[src/rtl/zone_mean_fifo.sv]
// Zone-mean buffer: strips row padding, tags row/frame markers and queues
// entries in a first-word-fall-through FIFO drained over valid/ready.
module zone_mean_fifo #(
    parameter int unsigned DATA_W     = 8,
    parameter int unsigned ZONE_COLS  = 40,
    parameter int unsigned ROW_STRIDE = 42,
    parameter int unsigned ZONE_ROWS  = 24,
    parameter int unsigned AW         = 6,
    parameter int unsigned GAP_RST    = 1
) (
    input  logic              clk,
    input  logic              rst,
    input  logic              in_valid,
    input  logic [DATA_W-1:0] in_data,
    input  logic              in_sof,
    output logic              out_valid,
    input  logic              out_ready,
    output logic [DATA_W-1:0] out_data,
    output logic              out_sol,
    output logic              out_eof,
    output logic [AW:0]       level,
    output logic              overflow,
    output logic              frame_done
);

    localparam int unsigned DEPTH = 2 ** AW;
    localparam int unsigned COL_W = (ROW_STRIDE > 1) ? $clog2(ROW_STRIDE) : 1;
    localparam int unsigned ROW_W = (ZONE_ROWS > 1) ? $clog2(ZONE_ROWS) : 1;
    localparam int unsigned ENT_W = DATA_W + 2;

    logic [COL_W-1:0] col, col_eff;
    logic [ROW_W-1:0] row, row_eff;
    logic             active, last_col, slot_sol, slot_eof;
    logic             full, push, pop, drop, load;
    logic [AW:0]      mem_cnt;
    logic [AW-1:0]    wr_ptr, rd_ptr;
    logic [ENT_W-1:0] mem [DEPTH];

    // Slot classification; an sof slot is forced to column 0 of row 0.
    always_comb begin
        col_eff  = in_sof ? '0 : col;
        row_eff  = in_sof ? '0 : row;
        active   = in_valid && (32'(col_eff) < ZONE_COLS);
        last_col = (32'(col_eff) == ZONE_COLS - 1);
        slot_sol = (col_eff == '0);
        slot_eof = last_col && (32'(row_eff) == ZONE_ROWS - 1);
        full     = (level == (AW+1)'(DEPTH));
        pop      = out_valid && out_ready;
        push     = active && (!full || pop);
        drop     = active && full && !pop;
        // Entries still in the array, i.e. not yet in the output register.
        mem_cnt  = level - (AW+1)'(out_valid);
        load     = (mem_cnt != '0) && (!out_valid || pop);
    end

    // Column/row position tracking.
    always_ff @(posedge clk) begin
        if (rst) begin
            col <= '0;
            row <= '0;
        end else if (in_valid) begin
            col <= (32'(col_eff) == ROW_STRIDE - 1) ? '0 : col_eff + 1'b1;
            if (last_col)
                row <= (32'(row_eff) == ZONE_ROWS - 1) ? '0 : row_eff + 1'b1;
            else
                row <= row_eff;
        end else if (GAP_RST != 0) begin
            col <= '0;
        end
    end

    always_ff @(posedge clk) begin
        if (push)
            mem[wr_ptr] <= {slot_eof, slot_sol, in_data};
    end

    // Pointers, fill level, output register and status flags.
    always_ff @(posedge clk) begin
        if (rst) begin
            wr_ptr     <= '0;
            rd_ptr     <= '0;
            level      <= '0;
            out_valid  <= 1'b0;
            out_data   <= '0;
            out_sol    <= 1'b0;
            out_eof    <= 1'b0;
            overflow   <= 1'b0;
            frame_done <= 1'b0;
        end else begin
            if (push)
                wr_ptr <= wr_ptr + 1'b1;
            if (load)
                rd_ptr <= rd_ptr + 1'b1;
            case ({push, pop})
                2'b10:   level <= level + 1'b1;
                2'b01:   level <= level - 1'b1;
                default: level <= level;
            endcase
            if (load) begin
                out_valid                     <= 1'b1;
                {out_eof, out_sol, out_data}  <= mem[rd_ptr];
            end else if (pop) begin
                out_valid <= 1'b0;
            end
            if (in_valid && in_sof)
                overflow <= drop;
            else if (drop)
                overflow <= 1'b1;
            frame_done <= pop && out_eof;
        end
    end

endmodule
[config.mk]
export PLATFORM = sky130hd
export DESIGN_NAME = zone_mean_fifo
export DESIGN_NICKNAME = d
export VERILOG_FILES = /design/src/rtl/zone_mean_fifo.sv
export SDC_FILE = /design/constraint.sdc
export NUM_CORES = 1
export LEC_CHECK = 0
export BUFFER_PORTS_ARGS = -buffer_cell sky130_fd_sc_hd__buf_4
export CAP_MARGIN = 20
export CORE_MARGIN = 2
export CORE_UTILIZATION = 55
export DETAILED_ROUTE_END_ITERATION = 10
export PLACE_DENSITY_LB_ADDON = 0.2
export SLEW_MARGIN = 20
export SYNTH_ARGS = -nofsm -noshare
export SYNTH_HDL_FRONTEND = slang
export SYNTH_SLANG_ARGS = --single-unit
[constraint.sdc]
create_clock -name clk -period 7.58 [get_ports clk]
set_input_delay 0.758 -clock clk [delete_from_list [all_inputs] [get_ports clk]]
set_output_delay 0.758 -clock clk [all_outputs]
set_load 0.01 [all_outputs]
==> results by group, run 1 <==
Pwr
  – Cell-internal power: 6910 µW
  – Switching Share: 26.8%
  – Reg power frac: 46.0%
  – Tot Pwr: 9450 µW
  – Gate power share: 17.9%
  – Peak supply drop: about 190 µV
  – Leak: between 0.009 and 0.01 µW
  – NetSw: roughly 2500 µW
  – Clock Power Share: 36.2%
  – Power density over the cells: around 310 mW/mm²

Final layout
  – # nets final: 1565
  – Flip-flop and latch area: 0.0201 mm²
  – Fillers: 3492
  – ANT cells: 0
  – Area of the multi-input gates: 0.00652 mm²
  – P&R area growth vs syn: 10.8%
  – Layout cells sized above 1: 15.9%

Hold path
  – Number of cells on the worst hold path: 3
  – Hold path endpoint: out_valid$_SDFFE_PP0P_
  – Hold WC Path Type: primary input to flop
  – Worst Hold Launch: out_ready

Setup path
  – CP required: 8.05 ns
  – Worst reg2reg path endpoint: out_data[2]$_SDFFE_PP0P_
  – Critical Path Start Type: flop
  – WP buf/inv: 2
  – WS Path Type: flop to flop
  – CP endpoint kind: flop
  – R2R setup slack: approximately 3.6 ns
  – Crit Path Max Fanout: 61
  – Arrival time worst endpoint: between 4 and 5 ns
  – Critical path's largest stage delay: 0.95 ns
  – Crit-path slowest cell: dfxtp_4
  – Family with the most delay on the worst path: buffers and inverters
  – RR Startpoint: rd_ptr[2]$_SDFFE_PP0P_
  – Crit-path cells: buf_4, buf_4, mux2i_1, o22ai_1, o21ai_0, o22ai_1, o21ai_1, a311oi_1
  – Path depth of the worst reg2reg path: 8

Timing
  – FMAX: 254 MHz
  – Final Max Slew Viols: 0
  – RSZ-0062 raised after global routing: false
  – Final Hold Fails: 0
  – Final hold slack: 0.463 ns
  – Setup TNS: 0 ns
  – Clk_skew: 0.0315 ns
  – Worst-Margin Slew: between 1 and 1.5 ns
  – Final count of negative-setup-slack endpoints: 0
  – Min Clock Period, post-route: 3.93 ns
  – Tcrit/Tclk final: 51.9%
  – Rel. slew slack: ~26%

Run status
  – Run status: finished clean

Clock tree
  – Clock Latency Late Sink: between 0.6 and 0.7 ns
  – H-tree depth: 3
  – TritonCTS Buffers: 70
  – Root buf cell: clkbuf_16
  – Postcts setup bufs: 0
  – Maximum clock path buffer count: 3
  – Hold-fix buffers, CTS: 0
  – Post-cts resize count: 0
  – Clk sink count: between 600 and 700
  – Worst-path clk slew: around 0.060 ns
  – CTS tree: built

Job
  – Max Cap Viol: 0

Synthesis
  – Syn Nets: 1542
  – Register area share after synthesis: 73.9%
  – Syn Area/Cell: 17.9 µm²
  – Post-Syn Area: 0.0272 mm²
  – Asr flop ratio synth: 0%
  – Top-count cell post-synth: edfxtp_1
  – Synth Warn #: 0
  – Post-synth cell types: 60
  – Top cell type's share of synthesized area: 70.7%
  – Cells after Synth: around 1500
  – Top cells by area, synth: edfxtp_1, mux4_2, mux2i_1
  – Seq cells post-synth: 683
  – Commonest cells post-synth: edfxtp_1, mux2i_1, nor2_1
  – Yosys top cell by area: edfxtp_1
  – Predominant post-synthesis flop cell: edfxtp_1
  – Post-synth EDFFs: 640

Detailed routing
  – DRC Markers: 0
  – Via density: 6.31
  – Routed vias: 14200
  – Detail Route Antenna Nets: 0
  – Average routed wire per standard cell: approximately 28 µm
  – DR iter-0 viols: about 1900
  – DR pass1 iterations: 8
  – Total routed wirelength: 62300 µm

GRT
  – Largest net degree at the start of global routing: approximately 80
  – Congestion Overflow GR: 0
  – First-pass GRT wire length: 92700 µm
  – Antenna violations before repair: 0
  – Total Routing Usage GR: 25.1%
  – Vias in the first global route: 14000

Floorplan
  – Initial Utilization: between 50% and 60%
  – Core Box Area: about 0.049 mm²
  – Row count: between 80 and 90
  – Ports: 33
  – Die area: 0.0512 mm²
  – Chip height: 226 µm
  – Die width: between 200 and 250 µm

Place
  – Port bufs: 32
  – Dpl hpwl: roughly 37000 µm
  – Gp weighted congestion: 0.867
## through the flow
step	cells	area [µm²]	util (%)	setup slack, ns
2_1_floorplan	1516	27200	-	4.31
3_3_place_gp	2131	27800	56.9	3.76
3_5_place_dp	2131	27800	56.9	3.75
4_1_cts	2258	30100	61.6	3.72
6_report	2258	30100	61.6	3.65
5_1_grt	2258	30100	61.6	3.54
## routing by layer
| layer | share of wire, % | wire, µm | up-vias | GRT usage (%) |
|---|---|---|---|---|
| li1 | - | - | 6161 | - |
| met1 | 43 | 26900 | 7243 | 37.6 |
| met2 | 45 | 28200 | 712 | 37.5 |
| met3 | 8.5 | 5310 | 121 | 5.68 |
| met4 | 2.9 | 1800 | 0 | 7.24 |
| met5 | 0 | 0 | - | 0 |
## cell families after synthesis
| logic type | after synthesis | share of synthesized area (%) |
|---|---|---|
| compound gates | 236 | 5.91 |
| simple gates | 218 | 3.81 |
| xor+xnor | 18 | 0.580 |
| buf+inv | 104 | 2.17 |
| fa+ha+maj | 13 | 0.626 |
| mux | 244 | 13.0 |
| flops | 683 | 73.9 |
## layout by cell type (no fill, tap or decap), types with 7 or more instances in the layout
master,n
edfxtp_1,640
mux2i_1,153
nor2_1,106
mux4_2,84
clkbuf_16,72
a21oi_1,44
buf_4,43
dfxtp_1,39
o22ai_1,38
o21ai_0,29
nand2_1,29
a22oi_1,28
nand3_1,19
o221ai_1,19
clkbuf_1,16
a211oi_1,15
nor2b_1,14
clkinv_2,12
ha_1,12
inv_1,10
xor2_1,10
clkinv_1,10
a221oi_1,9
a221o_1,9
a311oi_1,9
xnor2_1,8
a31oi_1,7
## final cells by class
class,instances,share of cell area [%]
clock inverters,34,1.13
repair buffers,44,1.14
well taps,664,2.76
clock buffers,93,6.41
inverters,11,0.141
multi-input cells,729,21.7
flip-flops and latches,683,66.8
## registers in the layout (all words and copies together), names as in the netlist, 5 cells and up
signal    flops
level         7
rd_ptr        6
row           5
mem         640
col           6
out_data      8
wr_ptr        6
## power by group through the flow
| stage | clock network, µW | logic [µW] | registers, µW |
|---|---|---|---|
| 2_1_floorplan | 0 | 1310 | 4290 |
| 3_5_place_dp | 0 | 1690 | 4420 |
| 5_1_grt | 3600 | 1790 | 4350 |
| 4_1_cts | 3450 | 1690 | 4340 |
| 6_report | 3420 | 1690 | 4340 |
| 3_3_place_gp | 0 | 1680 | 4420 |
## worst max path at each step
stage                      startpoint                        to  slack, ns  cells after the start
2_1_floorplan                  in_sof       mem[0][9]$_DFFE_PP_       4.31                      9
3_3_place_gp   rd_ptr[2]$_SDFFE_PP0P_  out_data[2]$_SDFFE_PP0P_       3.76                      8
3_5_place_dp   rd_ptr[2]$_SDFFE_PP0P_  out_data[2]$_SDFFE_PP0P_       3.75                      8
4_1_cts        rd_ptr[2]$_SDFFE_PP0P_  out_data[2]$_SDFFE_PP0P_       3.72                      8
5_1_grt        rd_ptr[2]$_SDFFE_PP0P_  out_data[2]$_SDFFE_PP0P_       3.54                      8
6_report       rd_ptr[2]$_SDFFE_PP0P_  out_data[2]$_SDFFE_PP0P_       3.65                      8
## tightest hold or removal path: stages
cell	delay, ns
buf_4	0.09
nand2b_1	0.10
a21oi_1	0.06
Power figures use the tool's default switching activity.
==> inputs of run 2 (changes only) <==
==> constraint.sdc (replaced) <==
create_clock -name clk -period 3.2 [get_ports clk]
set_input_delay 0.32 -clock clk [delete_from_list [all_inputs] [get_ports clk]]
set_output_delay 0.32 -clock clk [all_outputs]
set_load 0.01 [all_outputs]
==> run 2 against run 1 <==
- critical path depth fell by 1
- largest cell class unchanged
- non-clock buffer count rose by 97
- design area rose by 2.6%
- highest routed layer unchanged
- clock skew fell by 0.015 ns
- setup slack got worse by 3.3 ns
==> results by group, run 2 (synthesis results as in run 1) <==
Run status
  – Run status: finished clean

Setup path
  – CP endpoint kind: flop
  – Critical path's largest stage delay: 0.58 ns
  – CP required: roughly 3.6 ns
  – Critical Path Start Type: flop
  – Arrival time worst endpoint: 3.18 ns
  – Family with the most delay on the worst path: simple AND/OR/NAND/NOR gates
  – WP buf/inv: 1
  – Crit-path slowest cell: nand2_1
  – WS Path Type: flop to flop
  – Path depth of the worst reg2reg path: 7
  – Crit-path cells: nor4_1, nand4_1, and2_1, nor2b_1, nand2_1, nor2_1, buf_4
  – Crit Path Max Fanout: 9
  – Stages on worst setup path: 7

Timing
  – FMAX: 353 MHz
  – Tcrit/Tclk final: 88.5%
  – Rel. slew slack: 38.6%
  – Min Clock Period, post-route: 2.83 ns
  – Final Max Slew Viols: 0
  – Clk_skew: 0.0162 ns
  – Setup TNS: 0 ns
  – Final count of negative-setup-slack endpoints: 0
  – Final Hold Fails: 0
  – RSZ-0062 raised after global routing: false
  – Worst-Margin Slew: around 0.92 ns
  – Final hold slack: approximately 0.04 ns

Detailed routing
  – DR pass1 iterations: 5
  – Total routed wirelength: 62100 µm
  – DR iter-0 viols: 1460
  – DRC Markers: 0
  – Via density: just over 6
  – Detail Route Antenna Nets: 0
  – Routed vias: 14500
  – Average routed wire per standard cell: 26.4 µm

Pwr
  – Tot Pwr: 22500 µW
  – Power density over the cells: 729 mW/mm²
  – Peak supply drop: 524 µV
  – Leak: 0.00975 µW

GRT
  – Largest net degree at the start of global routing: 65
  – Total Routing Usage GR: 25.0%
  – First-pass GRT wire length: 91800 µm
  – Congestion Overflow GR: 0
  – Antenna violations before repair: 0
  – Vias in the first global route: 14200

Clock tree
  – Worst-path clk slew: 0.06 ns
  – Post-cts resize count: 0
  – TritonCTS Buffers: 69
  – Maximum clock path buffer count: 3
  – CTS tree: built
  – Hold-fix buffers, CTS: 0
  – H-tree depth: 3
  – Clock Latency Late Sink: around 0.6 ns
  – Root buf cell: clkbuf_16
  – Postcts setup bufs: 0
  – Clk sink count: just under 700

Floorplan
  – Ports: 33
  – Die width: 226 µm
  – Die area: 0.0512 mm²
  – Row count: 81
  – Initial Utilization: between 50% and 60%
  – Core Box Area: 0.0488 mm²
  – Chip height: roughly 230 µm

Final layout
  – Top reg by flops: mem
  – Commonest non-fill, non-tap cell in the layout: edfxtp_1
  – Layout cells sized above 1: 20.5%
  – Core Util, Final: between 60% and 70%
  – Fillers: ~3400
  – Area of the multi-input gates: 0.00651 mm²
  – Biggest regs: mem: 640 flops, out_data: 8 flops, level: 7 flops
  – Most frequent cells in the layout: edfxtp_1, mux2i_1, buf_4
  – P&R area growth vs syn: 13.7%
  – Post-route cell area: ~0.03 mm²
  – ANT cells: 0
  – Flip-flop and latch area: between 0.02 and 0.025 mm²
  – Max reg flops: 640
  – # nets final: 1661

Job
  – Max Cap Viol: 0

Hold path
  – Number of cells on the worst hold path: 3
  – Hold WC Path Type: primary input to flop

Place
  – Gp weighted congestion: 0.852
  – Cell Area, Placed: 0.0286 mm²
  – Port bufs: 32
  – Dpl hpwl: 37900 µm
run 2: changes by cell type in the layout (fill, tap and decap cells not counted), sizes merged:
cell	before	now
buf	44	141
bufinv	6	10
clkbuf	93	89
clkinv	25	15
clkinvlp	1	5
inv	13	15
run 2: report_power, final:
group / internal [µW] / switching, µW
Combinational: 1870 / 2300
Sequential: 9890 / 333
Clock: 4870 / 3260
run 2: final timing paths:
| kind | startpoint | endpoint | slack, ns |
|---|---|---|---|
| max | level[1]$_SDFFE_PP0P_ | mem[43][6]$_DFFE_PP_ | 0.37 |
| min | out_ready | out_valid$_SDFFE_PP0P_ | 0.04 |
| max reg2reg | level[1]$_SDFFE_PP0P_ | mem[43][6]$_DFFE_PP_ | 0.37 |
| min reg2reg | overflow$_SDFFE_PP0P_ | overflow$_SDFFE_PP0P_ | 0.49 |
run 2: layout make-up:
| class | count | area share, % |
|---|---|---|
| clock buffer | 89 | 5.93 |
| tap | 664 | 2.69 |
| timing repair buffer | 141 | 3.67 |
| inverter | 11 | 0.134 |
| clock inverter | 34 | 1.46 |
| multi-input combinational | 729 | 21.1 |
| sequential | 683 | 65.0 |
run 2: metal layers:
| metal | GRT usage, % | wire length (µm) | part of all wire [%] |
|---|---|---|---|
| met5 | 0 | 0 | 0 |
| met1 | 35.2 | 25200 | 41 |
| met2 | 39.6 | 29900 | 48 |
| met3 | 5.09 | 5480 | 8.8 |
| met4 | 8.15 | 1430 | 2.3 |
run 2: stage by stage:
step           cells  setup slack (ns)
3_3_place_gp    2228             0.303
5_1_grt         2351             0.166
2_1_floorplan   1516             0.372
4_1_cts         2351             0.390
6_report        2351             0.369
3_5_place_dp    2228             0.284
run 2: tightest hold or removal path: stages:
cell and delay (ns):
buf_4 0.09, nand2b_1 0.11, a21oi_1 0.06
